File: src/rtl/apb_requester_pkg.sv
// Shared types and default widths for the APB4 requester and its timeout timer.
package apb_requester_pkg;

    localparam int APB_REGWIDTH       = 32;
    localparam int APB_ADDR_WIDTH     = 8;
    localparam int APB_STRB_WIDTH     = APB_REGWIDTH / 8;
    localparam int APB_TIMEOUT_CYCLES = 256;

    typedef enum logic [1:0] {
        APB_REQ_IDLE   = 2'd0,
        APB_REQ_SETUP  = 2'd1,
        APB_REQ_ACCESS = 2'd2,
        APB_REQ_RESP   = 2'd3
    } apb_req_state_e;

    typedef struct packed {
        logic                      write;
        logic [APB_ADDR_WIDTH-1:0] addr;
        logic [APB_REGWIDTH-1:0]   wdata;
        logic [APB_STRB_WIDTH-1:0] strb;
        logic [2:0]                prot;
    } apb_req_cmd_t;

    typedef struct packed {
        logic [APB_REGWIDTH-1:0] rdata;
        logic                    slverr;
        logic                    timeout;
    } apb_req_rsp_t;

endpackage

File: src/rtl/apb_requester_timer.sv
// Loadable down-counter that flags when it has reached zero; used to bound the
// APB ACCESS phase when APB_REQUESTER_TIMEOUT_EN is defined.
module apb_requester_timer
    import apb_requester_pkg::*;
#(
    parameter int WIDTH = 8
) (
    input  logic             clk,
    input  logic             rst,
    input  logic             load,
    input  logic [WIDTH-1:0] load_value,
    input  logic             enable,
    output logic             expired
);

    logic [WIDTH-1:0] count;

    // Counting saturates at zero so a stalled enable cannot wrap the flag away.
    always_ff @(posedge clk) begin
        if (rst) begin
            count <= '0;
        end else if (load) begin
            count <= load_value;
        end else if (enable && (count != '0)) begin
            count <= count - 1'b1;
        end
    end

    assign expired = (count == '0);

endmodule

File: src/rtl/apb_requester.sv
// APB4 requester: one command at a time from a valid/ready stream to an APB
// transfer and back to a response stream. Optional ACCESS timeout: APB_REQUESTER_TIMEOUT_EN.
module apb_requester
    import apb_requester_pkg::*;
#(
    parameter int REGWIDTH       = APB_REGWIDTH,
    parameter int G_ADDR_WIDTH   = APB_ADDR_WIDTH,
    parameter int TIMEOUT_CYCLES = APB_TIMEOUT_CYCLES
) (
    input  logic                    clk,
    input  logic                    rst,

    input  logic                    cmd_valid,
    output logic                    cmd_ready,
    input  logic                    cmd_write,
    input  logic [G_ADDR_WIDTH-1:0] cmd_addr,
    input  logic [REGWIDTH-1:0]     cmd_wdata,
    input  logic [REGWIDTH/8-1:0]   cmd_strb,
    input  logic [2:0]              cmd_prot,

    output logic                    rsp_valid,
    input  logic                    rsp_ready,
    output logic [REGWIDTH-1:0]     rsp_rdata,
    output logic                    rsp_slverr,
    output logic                    rsp_timeout,

    output logic                    m_apb_psel,
    output logic                    m_apb_penable,
    output logic                    m_apb_pwrite,
    output logic [2:0]              m_apb_pprot,
    output logic [G_ADDR_WIDTH-1:0] m_apb_paddr,
    output logic [REGWIDTH-1:0]     m_apb_pwdata,
    output logic [REGWIDTH/8-1:0]   m_apb_pstrb,
    input  logic                    m_apb_pready,
    input  logic                    m_apb_pslverr,
    input  logic [REGWIDTH-1:0]     m_apb_prdata
);

    localparam logic [1:0] ST_IDLE   = APB_REQ_IDLE;
    localparam logic [1:0] ST_SETUP  = APB_REQ_SETUP;
    localparam logic [1:0] ST_ACCESS = APB_REQ_ACCESS;
    localparam logic [1:0] ST_RESP   = APB_REQ_RESP;

    logic [1:0] state;
    logic [1:0] state_next;
    logic       ready_q;
    logic       accept;
    logic       access_done;
    logic       timeout_hit;

    assign accept      = (state == ST_IDLE) && cmd_valid && ready_q;
    assign access_done = (state == ST_ACCESS) && m_apb_pready;

    always_comb begin
        state_next = state;
        case (state)
            ST_IDLE:   if (accept) state_next = ST_SETUP;
            ST_SETUP:  state_next = ST_ACCESS;
            ST_ACCESS: if (access_done || timeout_hit) state_next = ST_RESP;
            ST_RESP:   if (rsp_ready) state_next = ST_IDLE;
            default:   state_next = ST_IDLE;
        endcase
    end

    // cmd_ready is registered so it stays low throughout reset and rises one
    // cycle after reset is released.
    always_ff @(posedge clk) begin
        if (rst) begin
            state   <= ST_IDLE;
            ready_q <= 1'b0;
        end else begin
            state   <= state_next;
            ready_q <= (state_next == ST_IDLE);
        end
    end

    always_ff @(posedge clk) begin
        if (rst) begin
            m_apb_pwrite <= 1'b0;
            m_apb_pprot  <= '0;
            m_apb_paddr  <= '0;
            m_apb_pwdata <= '0;
            m_apb_pstrb  <= '0;
        end else if (accept) begin
            m_apb_pwrite <= cmd_write;
            m_apb_pprot  <= cmd_prot;
            m_apb_paddr  <= cmd_addr;
            m_apb_pwdata <= cmd_write ? cmd_wdata : '0;
            m_apb_pstrb  <= cmd_write ? cmd_strb : '0;
        end
    end

    always_ff @(posedge clk) begin
        if (rst) begin
            rsp_rdata  <= '0;
            rsp_slverr <= 1'b0;
        end else if (access_done) begin
            rsp_rdata  <= m_apb_pwrite ? '0 : m_apb_prdata;
            rsp_slverr <= m_apb_pslverr;
        end else if (timeout_hit) begin
            rsp_rdata  <= '0;
            rsp_slverr <= 1'b1;
        end
    end

`ifdef APB_REQUESTER_TIMEOUT_EN
    localparam int TMR_W = $clog2(TIMEOUT_CYCLES);

    logic tmr_load;
    logic tmr_enable;
    logic tmr_expired;

    assign tmr_load    = (state == ST_SETUP);
    assign tmr_enable  = (state == ST_ACCESS);
    // Expiry marks the last allowed ACCESS cycle; pready there still wins.
    assign timeout_hit = (state == ST_ACCESS) && tmr_expired && !m_apb_pready;

    apb_requester_timer #(
        .WIDTH(TMR_W)
    ) u_timer (
        .clk       (clk),
        .rst       (rst),
        .load      (tmr_load),
        .load_value(TMR_W'(TIMEOUT_CYCLES - 1)),
        .enable    (tmr_enable),
        .expired   (tmr_expired)
    );

    always_ff @(posedge clk) begin
        if (rst) begin
            rsp_timeout <= 1'b0;
        end else if (access_done) begin
            rsp_timeout <= 1'b0;
        end else if (timeout_hit) begin
            rsp_timeout <= 1'b1;
        end
    end
`else
    assign timeout_hit = 1'b0;
    assign rsp_timeout = 1'b0;
`endif

    assign cmd_ready     = ready_q;
    assign rsp_valid     = (state == ST_RESP);
    assign m_apb_psel    = (state == ST_SETUP) || (state == ST_ACCESS);
    assign m_apb_penable = (state == ST_ACCESS);

endmodule
File: config.mk
export PLATFORM = sky130hd
export DESIGN_NAME = apb_requester
export DESIGN_NICKNAME = d
export VERILOG_FILES = /design/src/rtl/apb_requester_pkg.sv /design/src/rtl/apb_requester_timer.sv /design/src/rtl/apb_requester.sv
export SDC_FILE = /design/constraint.sdc
export NUM_CORES = 1
export LEC_CHECK = 0
export ABC_AREA = 0
export CORE_UTILIZATION = 29
export DETAILED_ROUTE_END_ITERATION = 8
export PLACE_DENSITY_LB_ADDON = 0.1
export SYNTH_ARGS = -nofsm -noshare
export SYNTH_HDL_FRONTEND = slang
export SYNTH_HIERARCHICAL = 1
export SYNTH_SLANG_ARGS = --single-unit
File: constraint.sdc
create_clock -name clk -period 1.6 [get_ports clk]
set_clock_uncertainty 0.05 [all_clocks]
set_input_delay 0.32 -clock clk [delete_from_list [all_inputs] [get_ports clk]]
set_output_delay 0.32 -clock clk [all_outputs]
set_load 0.01 [all_outputs]
Word level (Yosys, flattened, before mapping):

Index checks and enable logic that the tools add are counted.

* bits in registers: 84
* word-level logic and storage cells: 25
* output and inout bits: 86
* input bits: 86

* reduce and logical (&&, ||, !) cells: 6
* eq/ne operators: 3
* muxes and demuxes: 7

Operator list (number)
* 32-bit 2-to-1 mux: 2
* 2-bit one-hot mux with 4 select lines: 1
* 2-bit 2-to-1 mux: 3
* 2-bit == test (second input constant): 2
* 2-bit logical NOT: 2
* 4-bit 2-to-1 mux: 1
* 1-bit logical AND: 3
* 2-bit by 1-bit == test with 1-bit output (second input constant): 1
* 1-bit logical OR: 1

Longest topological paths before layout:

* depth in word-level cells: 6
* gate-level depth with buffers: 8
* depth with buffers taken out: 6

Least setup slack after synthesis:

Ideal clock, no wire load.

* path type: flip-flop to flip-flop
* start point: register state[0]
* end point: register rsp_rdata[12]
* arrival: 1.328 ns
* path slack: 0.094 ns
* clock period less this slack: 1.506 ns
* stages on the path, launching flop included: 8
* library setup time: 0.128 ns
* cells stage by stage: dfxtp_1 > inv_1 > ha_1 > nand2_1 > clkbuf_1 > nor3b_1 > a21oi_1 > nor2_1

* longest elaborated chain between the ends: 2

RTL lines
* start, declared: RTL line apb_requester.sv:44 `logic [1:0] state;`
* start signal, assigned: RTL line apb_requester.sv:72 `state <= state_next;`
* 2-bit == test
* via m_apb_penable: RTL line apb_requester.sv:28 `output logic m_apb_penable,`
* 1-bit logical AND: RTL line apb_requester.sv:52 `assign access_done = (state == ST_ACCESS) && m_apb_pready;`
* end signal, assigned: RTL line apb_requester.sv:98 `rsp_rdata <= m_apb_pwrite ? '0 : m_apb_prdata;`
* end, declared: RTL line apb_requester.sv:23 `output logic [REGWIDTH-1:0] rsp_rdata,`

The timed path passes the listed nets, and every way through them passes these cells.
A chain may end at the register's enable or synchronous reset.

Worst setup path in the final report:

* start point: register state[1]
* end point: output port m_apb_psel

* longest elaborated chain between the ends: 2
* elaborated cells between the ends (all ways): 3

RTL lines
* 2-bit by 1-bit == test with 1-bit output or 2-bit == test (tied branches): RTL line apb_requester.sv:145 `assign m_apb_psel = (state == ST_SETUP) || (state == ST_ACCESS);`
* 1-bit logical OR *: RTL line apb_requester.sv:145
* end, declared: RTL line apb_requester.sv:27 `output logic m_apb_psel,`

Every way passes the cells marked *; elsewhere a longest branch is shown, timed or not.

==> out/results.ini <==
[drt]
dr_total_vias=3177
drt_pass1_iterations=4
viasPerCell=4.56
antenna_left=0
drtIter0Drc=122
routedWlPerCell_um=13.5
drc=0
drt-total-wl_um=9430

[timing]
fmax_mhz=650
rsz0062_at_grt=false
fin_crit_sh_pct=96.1
whs_ps=353
hold_viol_final=0
fin_tns_setup_ps=0
setup_viol=0
final.min_clock_period_ps=1540
drv_slew=0

[placed_design]
place_congestion=0.747
io_buffers=170
placed_cells=679
hpwlAfterDp_um=6510

[critical_path]
reg2reg_depth=7
worstPathRequired_ps=1230
worstPathMaxFanout=4
criticalPathCategory=flop to output pin
crit_arrival_ps=1170
endpoint_kind=output pin
start_kind=flop

[layout]
final_layout_size_suffix_gt1_share_pct=9.69
synthToLayoutAreaGrowth_pct=62.5
fin_nets=642
instances_no_fill=697
fillers=1090
final_util_pct=48.4
diodes=0

[global_route]
first_global_vias=3053
track_usage_pct=16.3
grt_pass1_wl_um=14700
grt-ovfl-total=0
antenna_found_initial=0
grt_max_degree=45

[cts]
cts.sinks=84
clkLatencyLatePin_ps=350
htree_levels=3
path_clk_slew_ps=90
cts_root_buffer=clkbuf_8
cts_inserted_buffers=9
cts_tree=done
cts.path.max_buffers=2

[die]
core_um2=10800
initial_core_util_pct=29.8
die_y_um=108
die_w_um=108
dieArea_um2=11600
ios=172
num_rows=38

[logic_synthesis]
ys_seq_elements=84
synthFlopType=dfxtp_1
ys_types=21
syn-num-nets=475
seq_area_frac_synth_pct=52.1
synth_area_um2=3230
async_reset_ff_share_pct=0
synth_enable_flop_cells=0
syn_inst=385
syn_avg_cell_area_um2=8.39
ys.warnings.count=6

[power_and_ir_drop]
leakagePower_uw=0.00226
p_sw_share_pct=30.4
peakVddDrop_mv=0.516
seqPwrFrac_pct=43.4
p_sw_uw=1660
clkPwrFrac_pct=29.2
p_per_area_nw_per_um2=1040
power_frac_comb_pct=27.4
p_int_uw=3810

[min_path]
min_path_cells=2
hp-class=input pin to flop

[outcome]
status=completed

[job]
drv_cap=0

Yosys cell counts, types with 3 or more instances:
cell type,instances,area share (%)
nor3b_1,28,6.5
a21oi_1,84,13
nand3_1,38,5.9
nor3b_2,4,1.5
buf_2,10,1.5
nand2_1,63,7.3
nor2_1,35,4.1
buf_6,5,1.7
inv_1,3,0.35
ha_1,4,1.5
clkbuf_1,15,1.7
dfxtp_1,84,52
worst max-delay path, cell delays in order (launching register included):
cell     delay [ps]
dfxtp_4         370
inv_1            70
ha_4            260
buf_2           130
final timing paths:
check                        start               end  slack, ps
setup / recovery          state[1]        m_apb_psel         60
hold / removal                 rst      rsp_rdata[9]        350
setup reg to reg          state[1]         cmd_ready        170
hold reg to reg   m_apb_pwdata[20]  m_apb_pwdata[20]        400
cell families after synthesis:
family | after synthesis | synth area share (%)
other | 1 | 0.116
buffers and inverters | 38 | 6.55
flip-flops | 84 | 52.1
AND/OR/NAND/NOR | 171 | 26.1
AO/OA/AOI/OAI | 87 | 13.6
adder cells (fa/ha/maj) | 4 | 1.55
cell usage in the layout, fill, tap and decap left out, drive strengths merged:
cell type,netlist,routed
conb,1,1
inv,3,3
dfxtp,84,84
nor3b,32,32
clkinvlp,0,1
dlygate4sd2,0,82
nor2,35,35
a31oi,2,2
clkinv,0,3
and3,1,1
bufinv,0,1
a21o,1,1
clkbuf,15,11
nand2,63,63
nand3b,1,1
buf,20,25
ha,4,4
clkdlybuf4s50,0,84
and3b,1,1
a21oi,84,84
nand3,38,38
metal layers:
layer  GRT usage, %  share of wire [%]  vias up
li1               -                  -     1625
met1           20.0                 45     1432
met2           25.7                 44      111
met3           6.17                 10        9
met4           5.97                1.0        0
met5              0                  0        -
final cells by class:
class / instances / area [um2] / share of cell area, %
clock buffers: 11 / 151 / 2.89
repair buffers: 191 / 1790 / 34.0
inverters: 3 / 13.8 / 0.262
clock inverters: 5 / 60.1 / 1.14
multi-input cells: 263 / 1370 / 26.1
well taps: 140 / 175 / 3.34
flip-flops and latches: 84 / 1690 / 32.2
power groups by stage:
| stage | registers (uW) | clock network [uW] | logic [uW] |
|---|---|---|---|
| global placement | 2410 | 0 | 1560 |
| finish | 2370 | 1600 | 1500 |
| floorplan | 2480 | 0 | 698 |
| global route | 2400 | 1760 | 1660 |
| detailed placement | 2420 | 0 | 1580 |
| CTS | 2370 | 1660 | 1460 |
what timing repair did:
action,4_1_cts,5_1_grt
gates resized for setup,96,9
hold buffers,0,0
pin swaps,0,0
endpoints found under the hold margin,0,0
setup endpoints to repair,85,52
buffers inserted,0,2
flip-flops by register name, summed over array words and instances (netlist names):
register / cells
state: 2
cmd_ready: 1
m_apb_pstrb: 4
m_apb_pwrite: 1
m_apb_pprot: 3
m_apb_pwdata: 32
m_apb_paddr: 8
rsp_slverr: 1
rsp_rdata: 32
metrics by stage:
step	power (uW)	setup WS (ps)	instance area, um2
2_1_floorplan	3180	94.3	3230
3_3_place_gp	3970	-40.7	5100
3_5_place_dp	3990	-71.2	5100
4_1_cts	5480	-51.4	5210
5_1_grt	5830	2.07	5250
6_report	5470	62.1	5250
No activity file was read; power rests on OpenSTA's default activity.
